--- src/rtl/mem_arbiter.sv ---
// Arbitrates the single external memory port between instruction fetch and the LSU.
// Registers the granted request onto the bus and steers the response strobe back to its owner.
module mem_arbiter #(
  parameter int ARB_MODE     = 0,
  parameter int STARVE_LIMIT = 4
) (
  input  logic        clk,
  input  logic        reset,
  input  logic        if_mem_ready,
  input  logic [31:0] if_mem_addr,
  output logic        if_mem_valid,
  input  logic        lsu_mem_ready,
  input  logic [31:0] lsu_mem_addr,
  input  logic [31:0] lsu_mem_wdata,
  input  logic [3:0]  lsu_mem_wstrb,
  output logic        lsu_mem_valid,
  output logic [31:0] rdata,
  output logic        mem_ready,
  output logic        mem_instr,
  output logic [31:0] mem_addr,
  output logic [31:0] mem_wdata,
  output logic [3:0]  mem_wstrb,
  input  logic        mem_valid,
  input  logic [31:0] mem_rdata,
  output logic        spurious_err
);

  localparam int CNT_W = (STARVE_LIMIT < 1) ? 1 : $clog2(STARVE_LIMIT + 1);
  localparam logic [CNT_W-1:0] CNT_MAX = CNT_W'(STARVE_LIMIT);

  typedef enum logic [1:0] {IDLE, BUSY, TURN} state_t;
  typedef enum logic {SIDE_IF, SIDE_LSU} side_t;

  state_t           state, state_next;
  side_t            owner, rr_last, winner;
  logic [CNT_W-1:0] starve_cnt;
  logic             req_if, req_lsu, grant, resp;

  // NOTE: every signal written here gets a default first, so no path leaves a latch.
  always_comb begin
    req_if     = if_mem_ready  && !(state == TURN && owner == SIDE_IF);
    req_lsu    = lsu_mem_ready && !(state == TURN && owner == SIDE_LSU);
    grant      = (state != BUSY) && (req_if || req_lsu);
    resp       = (state == BUSY) && mem_valid && !reset;
    winner     = SIDE_IF;
    state_next = state;

    if (req_if && req_lsu) begin
      if (ARB_MODE == 1)
        winner = (rr_last == SIDE_LSU) ? SIDE_IF : SIDE_LSU;
      else
        winner = (starve_cnt == CNT_MAX) ? SIDE_IF : SIDE_LSU;
    end else if (req_lsu) begin
      winner = SIDE_LSU;
    end

    case (state)
      IDLE:    state_next = grant ? BUSY : IDLE;
      BUSY:    state_next = mem_valid ? TURN : BUSY;
      TURN:    state_next = grant ? BUSY : IDLE;
      default: state_next = IDLE;
    endcase

    if_mem_valid  = resp && (owner == SIDE_IF);
    lsu_mem_valid = resp && (owner == SIDE_LSU);
    rdata         = mem_rdata;
  end

  // NOTE: sequential state uses non-blocking assignments so every register samples pre-edge values.
  always_ff @(posedge clk) begin
    if (reset) begin
      state        <= IDLE;
      owner        <= SIDE_IF;
      rr_last      <= SIDE_LSU;
      starve_cnt   <= '0;
      mem_ready    <= 1'b0;
      mem_instr    <= 1'b0;
      mem_addr     <= '0;
      mem_wdata    <= '0;
      mem_wstrb    <= '0;
      spurious_err <= 1'b0;
    end else begin
      state <= state_next;

      if (grant) begin
        mem_ready <= 1'b1;
        owner     <= winner;
        rr_last   <= winner;
        if (winner == SIDE_IF) begin
          mem_instr  <= 1'b1;
          mem_addr   <= if_mem_addr;
          mem_wdata  <= '0;
          mem_wstrb  <= '0;
          starve_cnt <= '0;
        end else begin
          mem_instr <= 1'b0;
          mem_addr  <= lsu_mem_addr;
          mem_wdata <= lsu_mem_wdata;
          mem_wstrb <= lsu_mem_wstrb;
          if (if_mem_ready && starve_cnt != CNT_MAX)
            starve_cnt <= starve_cnt + 1'b1;
        end
      end else if (state == BUSY && mem_valid) begin
        mem_ready <= 1'b0;
      end

      // A response with no outstanding request is flagged until the next reset.
      if (mem_valid && state != BUSY)
        spurious_err <= 1'b1;
    end
  end

endmodule

--- config.mk ---
export PLATFORM = sky130hd
export DESIGN_NAME = mem_arbiter
export DESIGN_NICKNAME = d
export VERILOG_FILES = /design/src/rtl/mem_arbiter.sv
export SDC_FILE = /design/constraint.sdc
export NUM_CORES = 1
export LEC_CHECK = 0
export ABC_AREA = 1
export BUFFER_PORTS_ARGS = -buffer_cell sky130_fd_sc_hd__buf_2
export CAP_MARGIN = 40
export CORE_MARGIN = 2
export CORE_UTILIZATION = 38
export DETAILED_ROUTE_END_ITERATION = 8
export GPL_TIMING_DRIVEN = 0
export PLACE_DENSITY = 0.77
export SLEW_MARGIN = 5
export SYNTH_ARGS = -nofsm -noshare
export SYNTH_HDL_FRONTEND = slang
export SYNTH_SLANG_ARGS = --single-unit
--- constraint.sdc ---
create_clock -name clk -period 1.3 [get_ports clk]
set_input_delay 0.325 -clock clk [delete_from_list [all_inputs] [get_ports clk]]
set_output_delay 0.325 -clock clk [all_outputs]
set_load 0.005 [all_outputs]
==> results of run 1 <==
==> logic make-up after synthesis <==
kind of cell,share of synthesized area [%]
buffers and inverters,13.1
adders and majority gates,0.712
and+or+nand+nor,31.2
DFF,43.8
AOI/OAI and AO/OA,11.1
==> critical path, stage by stage, from the launching register on <==
cell and delay (ns):
dfxtp_2 0.34, inv_2 0.05, ha_4 0.15, nand2_4 0.06
inv_2 0.04, nand3_4 0.13, nand2_8 0.11, nor2_8 0.19
buf_6 0.16, nand2_1 0.07, a21oi_2 0.12
==> power by group <==
group          switching, uW  internal (uW)
logic                    673            647
clock network            895            944
registers               88.9           2530
==> metrics by stage <==
stage          instances  hold slack [ns]  power (uW)  setup slack, ns
3_3_place_gp         817            0.446        3770           -0.313
3_5_place_dp         817            0.453        3800           -0.323
6_report             852            0.206        5780           -0.207
4_1_cts              844            0.196        5700           -0.225
2_1_floorplan        498            0.455        3290          -0.0299
5_1_grt              852            0.198        6080           -0.275
==> timing repair <==
item	CTS	global route
gates cloned	3	2
endpoints found under the setup margin	76	77
pin swaps	4	13
gates resized for setup	16	57
setup buffers	8	6
==> metal layers <==
metal	global-route usage, %	vias to the layer above	wire [um]
li1	-	2027	-
met1	23.1	1846	4260
met2	36.9	154	5760
met3	5.08	17	773
met4	7.90	0	192
met5	0	-	0
==> layout make-up <==
class | count | area (sq um) | share of cell area (%)
Clock inverter | 5 | 58.8 | 1.11
Sequential cell | 77 | 1550 | 29.3
Timing Repair Buffer | 226 | 1200 | 22.6
Tap cell | 111 | 139 | 2.62
Clock buffer | 11 | 141 | 2.67
Buffer | 62 | 449 | 8.48
Inverter | 14 | 60.1 | 1.13
Multi-Input combinational cell | 346 | 1700 | 32.1
==> state kept, by name, summed over array words and instances (netlist names) <==
register / flops
mem_ready: 1
mem_instr: 1
state: 2
mem_wstrb: 4
mem_wdata: 32
spurious_err: 1
mem_addr: 32
starve_cnt: 3
owner: 1
==> path summary, 6_finish.rpt <==
kind / end
worst min-delay path: mem_wstrb[3]
worst max-delay path: mem_wdata[11]
worst max register to register: mem_wdata[11]
worst min register to register: mem_addr[30]
==> layout by cell type, fill, tap and decap left out <==
master | Yosys | layout
buf_1 | 1 | 1
ha_4 | 0 | 1
clkbuf_4 | 0 | 1
nor2_8 | 1 | 1
a21oi_2 | 0 | 15
nand2_4 | 1 | 6
nand2_8 | 0 | 1
o21ai_0 | 2 | 1
buf_4 | 35 | 48
nand3_2 | 1 | 1
inv_1 | 10 | 7
nand3_4 | 0 | 1
ha_1 | 2 | 1
inv_2 | 4 | 4
clkinv_2 | 0 | 1
or2_2 | 1 | 1
buf_6 | 3 | 13
clkbuf_8 | 0 | 10
nand3_1 | 37 | 36
nor2_4 | 1 | 2
a21oi_1 | 73 | 58
nor3_2 | 0 | 2
bufinv_16 | 0 | 1
inv_4 | 0 | 3
nor2_1 | 6 | 5
nand2_1 | 214 | 198
clkinvlp_4 | 0 | 2
nand4_1 | 2 | 2
buf_8 | 0 | 1
o21ai_1 | 0 | 1
dfxtp_1 | 77 | 72
nor2_2 | 0 | 1
a21oi_4 | 1 | 1
dfxtp_2 | 0 | 4
clkbuf_1 | 7 | 8
buf_2 | 16 | 217
inv_6 | 0 | 1
nand2_2 | 1 | 11
dfxtp_4 | 0 | 1
==> flow_summary_export.csv, run 1 <==
group,metric,value,unit
sta,hold_violations,0,
final_layout,drive_above_1_share,47.4,%
drt,vias,4044,
placement,port_buffers,208,
global_route,grt.total_usage,20.4,%
yosys,ys_seq_area_share,43.8,%
critical_path,cp-end-kind,"flip-flop",
critical_path,worstSetupPathType,"reg -> reg",
critical_path,start_kind,"flip-flop",
yosys,ys.flop_type,"dfxtp_1",
floorplan,initial_utilization,38.6,%
floorplan,rows,35,
yosys,async_flop_share,0,%
yosys,synth_top_area_share,43.8,%
clocking,cts_tree,"done",
drt,dr.pass1.iters,4,
clocking,cts_root_buffer,"clkbuf_8",
global_route,grt_pass1_wl,16500,um
sta,period_needed,1.51,ns
clocking,ctsHoldBuffers,0,
floorplan,core_area,9110,sq um
clocking,htreeDepth,3,
yosys,synth_edf_count,0,
final_layout,syn_to_final_growth,50.6,%
clocking,clk_latency,0.35,ns
placement,place_congestion,0.806,
final_layout,design_area,5290,sq um
yosys,post_synth_inst_count,498,
floorplan,dieArea,10000,sq um
global_route,antenna_found_initial,0,
critical_path,startpoint,"starve_cnt[0]",
global_route,grt_pass1_vias,3595,
final_layout,num-nets-final,875,
final_layout,final_util,58.1,%
global_route,grt_start_max_net_pins,14,
final_layout,fill_cells,868,
clocking,clockBufferDepth,2,
drt,drc_errors,0,
yosys,yosysUniqueCellTypes,23,
clocking,clkTransAtPathRegs,0.09,ns
yosys,synth-seq-cells,77,
sta,finalCritPeriodShare,116,%
floorplan,dieWidth,100,um
yosys,syn_nets,637,
sta,post-route-worst-setup-slack,-0.207,ns
yosys,synth_area,3520,sq um
critical_path,required,1.57,ns
critical_path,crit_arrival,1.78,ns
drt,via_per_inst,4.75,
worst_hold_path,hold_path_class,"in -> reg",
status,status,"finished, violations left",
yosys,synth_warnings,0,
drt,drtAntennaViolNets,0,
global_route,grt.overflow.total,0,
sta,finalSetupTns,-10.33,ns
sta,setup_violations,76,
power_and_ir_drop,p_leak,0.00277,uW
yosys,yosys-top-cells-count,"nand2_1, dfxtp_1, a21oi_1",
critical_path,r2r_cells,10,
drt,drt_iter0_drc,156,
yosys,synth.most_common_cell,"nand2_1",
final_layout,antenna_cells,0,
floorplan,die_y,100,um
sta,rsz0062_at_grt,"true",
sta,worstMarginPinSlew,0.639,ns
flow_run,drv_cap,0,
yosys,yosys.area.top_type,"dfxtp_1",
sta,slew_viol_final,0,
yosys,avgSynthCellArea,7.06,sq um
sta,relSlewSlack,57.4,%
placement,place_area,4720,sq um
worst_hold_path,hold_depth,3,
yosys,synthTopCellsByArea,"dfxtp_1, nand2_1, a21oi_1, buf_4, nand3_1",
placement,post-dp-hpwl,8140,um
power_and_ir_drop,irDropWorstVdd,0.000849,V
critical_path,worst-path-max-fanout,8,
critical_path,reg2reg_from,"starve_cnt[0]",
drt,wl_per_cell,12.9,um
clocking,clock-sinks,77,
worst_hold_path,hold_start,"lsu_mem_wstrb[3]",
sta,clock-skew-final,0.0117,ns
critical_path,r2r_slack,-0.21,ns
power_and_ir_drop,cellPowerDensity,1090,nW/um^2
drt,wl,11000,um
status,violations,"negative setup slack",
sta,fmax,0.663,GHz
clocking,cts_made_buffers,9,
floorplan,ios,242,
(Power assumes the default switching activity.)
==> inputs of run 2 (changes only) <==
--- a/config.mk
+++ b/config.mk
@@ -5,11 +5,10 @@
 export SDC_FILE = /design/constraint.sdc
 export NUM_CORES = 1
 export LEC_CHECK = 0
-export ABC_AREA = 1
 export BUFFER_PORTS_ARGS = -buffer_cell sky130_fd_sc_hd__buf_2
 export CAP_MARGIN = 40
 export CORE_MARGIN = 2
-export CORE_UTILIZATION = 38
+export CORE_UTILIZATION = 36
 export DETAILED_ROUTE_END_ITERATION = 8
 export GPL_TIMING_DRIVEN = 0
 export PLACE_DENSITY = 0.77
==> run 2 against run 1 <==
The run still ends with negative setup slack left. Worst hold slack worse by 0.013 ns. Flip-flop and latch count unchanged. Clock power about the same. Core utilization up 3.0 points. Count of clock-buffer cells in the layout unchanged. Die area down 5.9%. Register-to-register slack worse by 0.16 ns. Sequential power up 2%. Worst setup slack worse by 0.16 ns. Clock skew up 0.00073 ns. Global-route usage down 1.2 points. Sequential share of layout area up 1.4 points. Largest cell class is now buffers.
==> flow_summary_export.csv, run 2 <==
group,metric,value,unit
floorplan,die_y,97.2,um
yosys,yosys.area.top_type,"dfxtp_1",
clocking,ctsHoldBuffers,0,
yosys,syn_nets,451,
placement,place_congestion,0.784,
yosys,ys.flop_type,"dfxtp_1",
floorplan,core_area,8300,sq um
clocking,htreeDepth,3,
critical_path,r2r-end,"mem_addr[10]",
global_route,antenna_found_initial,0,
critical_path,reg2reg_from,"state[0]",
floorplan,dieArea,9450,sq um
critical_path,start_kind,"flip-flop",
final_layout,final_cell_mix,"buf_2, dfxtp_1, buf_4",
global_route,grt.overflow.total,0,
worst_hold_path,hold_path_class,"in -> reg",
clocking,cts_tree,"done",
power_and_ir_drop,irDropWorstVdd,0.000532,V
global_route,grt_pass1_vias,3187,
clocking,clockBufferDepth,2,
critical_path,required,1.53,ns
sta,fmax,0.601,GHz
floorplan,ios,242,
yosys,synthTopCellsByArea,"dfxtp_1, a221o_1, a22o_1, buf_4, nor2_1",
worst_hold_path,hold_depth,2,
placement,dpl.cell_count,625,
sta,period_needed,1.66,ns
sta,finalCritPeriodShare,128,%
floorplan,initial_utilization,37.7,%
clocking,clk_latency,0.34,ns
drt,wl_per_cell,14.8,um
global_route,grt_pass1_wl,14900,um
clocking,cts_root_buffer,"clkbuf_8",
sta,relSlewSlack,69.5,%
final_layout,num-nets-final,693,
critical_path,cp-end-kind,"flip-flop",
critical_path,crit_arrival,1.89,ns
sta,setup_violations,75,
final_layout,final_util,61.1,%
final_layout,antenna_cells,0,
sta,rsz0062_at_grt,"true",
worst_hold_path,hold_start,"lsu_mem_wdata[21]",
floorplan,dieWidth,97.2,um
yosys,async_flop_share,0,%
yosys,post_synth_inst_count,312,
drt,via_per_inst,4.82,
final_layout,syn_to_final_growth,62.1,%
critical_path,r2r_cells,7,
yosys,yosys-top-cells-count,"dfxtp_1, nor2_1, a22o_1",
yosys,ys_seq_area_share,49.3,%
flow_run,drv_cap,0,
power_and_ir_drop,cellPowerDensity,1160,nW/um^2
sta,finalSetupTns,-23.36,ns
drt,drtAntennaViolNets,0,
yosys,synth.most_common_cell,"dfxtp_1",
clocking,clock-sinks,77,
final_layout,largest_registers,"mem_addr (32), mem_wdata (32), mem_wstrb (4)",
global_route,grt_start_max_net_pins,14,
final_layout,fill_cells,748,
sta,post-route-worst-setup-slack,-0.363,ns
status,status,"finished, violations left",
yosys,avgSynthCellArea,10.0,sq um
placement,port_buffers,208,
yosys,synth_top_area_share,49.3,%
drt,drt_iter0_drc,140,
floorplan,rows,33,
global_route,grt.total_usage,19.3,%
yosys,synth_edf_count,0,
final_layout,finalNonFillerCells,664,
sta,slew_viol_final,0,
critical_path,r2r_slack,-0.36,ns
clocking,clkTransAtPathRegs,0.08,ns
sta,clock-skew-final,0.0124,ns
drt,wl,9850,um
yosys,yosysUniqueCellTypes,34,
sta,worstMarginPinSlew,0.453,ns
sta,hold_violations,0,
yosys,synth-seq-cells,77,
worst_hold_path,min_to,"mem_wdata[21]",
drt,vias,3199,
placement,place_ws,-0.604,ns
status,violations,"negative setup slack",
final_layout,drive_above_1_share,58.3,%
final_layout,final_common_cell,"buf_2",
yosys,synth_warnings,0,
yosys,synth_area,3130,sq um
critical_path,worst-path-max-fanout,10,
critical_path,worstSetupPathType,"reg -> reg",
drt,dr.pass1.iters,4,
placement,post-dp-hpwl,7160,um
power_and_ir_drop,p_leak,0.00258,uW
clocking,cts_made_buffers,9,
drt,drc_errors,0,
run 2: how the worst max path moves through the flow:
| stage | cells past startpoint | slack [ns] | end | start |
|---|---|---|---|---|
| after detailed placement | 6 | -0.60 | mem_addr[7] | if_mem_ready |
| final | 7 | -0.36 | mem_addr[10] | state[0] |
| after global routing | 7 | -0.43 | mem_addr[28] | state[1] |
| after CTS | 5 | -0.39 | mem_addr[7] | owner |
| after floorplan | 6 | -0.24 | mem_addr[10] | owner |
| after global placement | 6 | -0.57 | mem_addr[9] | if_mem_ready |
run 2: where the power goes:
group / internal [uW] / switching (uW)
Combinational: 786 / 562
Sequential: 2560 / 118
Clock: 993 / 869
run 2: cell type report:
type | instances | area, sq um | area share (%)
Multi-Input combinational cell | 176 | 1320 | 26.1
Inverter | 5 | 18.8 | 0.370
Clock buffer | 11 | 151 | 2.99
Clock inverter | 5 | 57.6 | 1.14
Timing Repair Buffer | 232 | 1380 | 27.2
Tap cell | 105 | 131 | 2.59
Buffer | 53 | 455 | 8.99
Sequential cell | 77 | 1560 | 30.7
run 2: what timing repair did:
action	CTS	global route
cloned	2	8
pin swaps	11	26
gates resized for setup	23	47
setup buffers	7	9
setup endpoints to repair	75	76
run 2: through the flow:
step                cell area [sq um]  power (uW)  hold slack, ns
global placement                 4370        3760           0.452
floorplan                        3190        3270           0.450
detailed placement               4370        3790           0.458
finish                           5070        5890           0.194
CTS                              4740        5770           0.176
global route                     5070        6220           0.179
run 2: metal layers:
layer	GRT usage, %	part of all wire, %
met5	0	0
met4	7.91	1.6
met3	4.46	7.0
met2	33.2	51
met1	23.1	41
run 2: kinds of logic (layout without fill, tap and decap cells):
group / count (synthesis) / count (layout) / synth area share, %
compound gates: 85 / 85 / 25.0
buf+inv: 60 / 306 / 12.4
mux: 1 / 1 / 0.320
flops: 77 / 77 / 49.3
fa+ha+maj: 2 / 2 / 0.800
xor+xnor: 1 / 1 / 0.280
simple gates: 86 / 87 / 11.8
run 2: critical path, stage by stage, from the launching register on:
cell	delay (ns)
dfxtp_4	0.37
nor2b_4	0.14
buf_12	0.12
a211oi_4	0.15
buf_6	0.16
nor2_4	0.09
buf_8	0.17
a221o_1	0.35
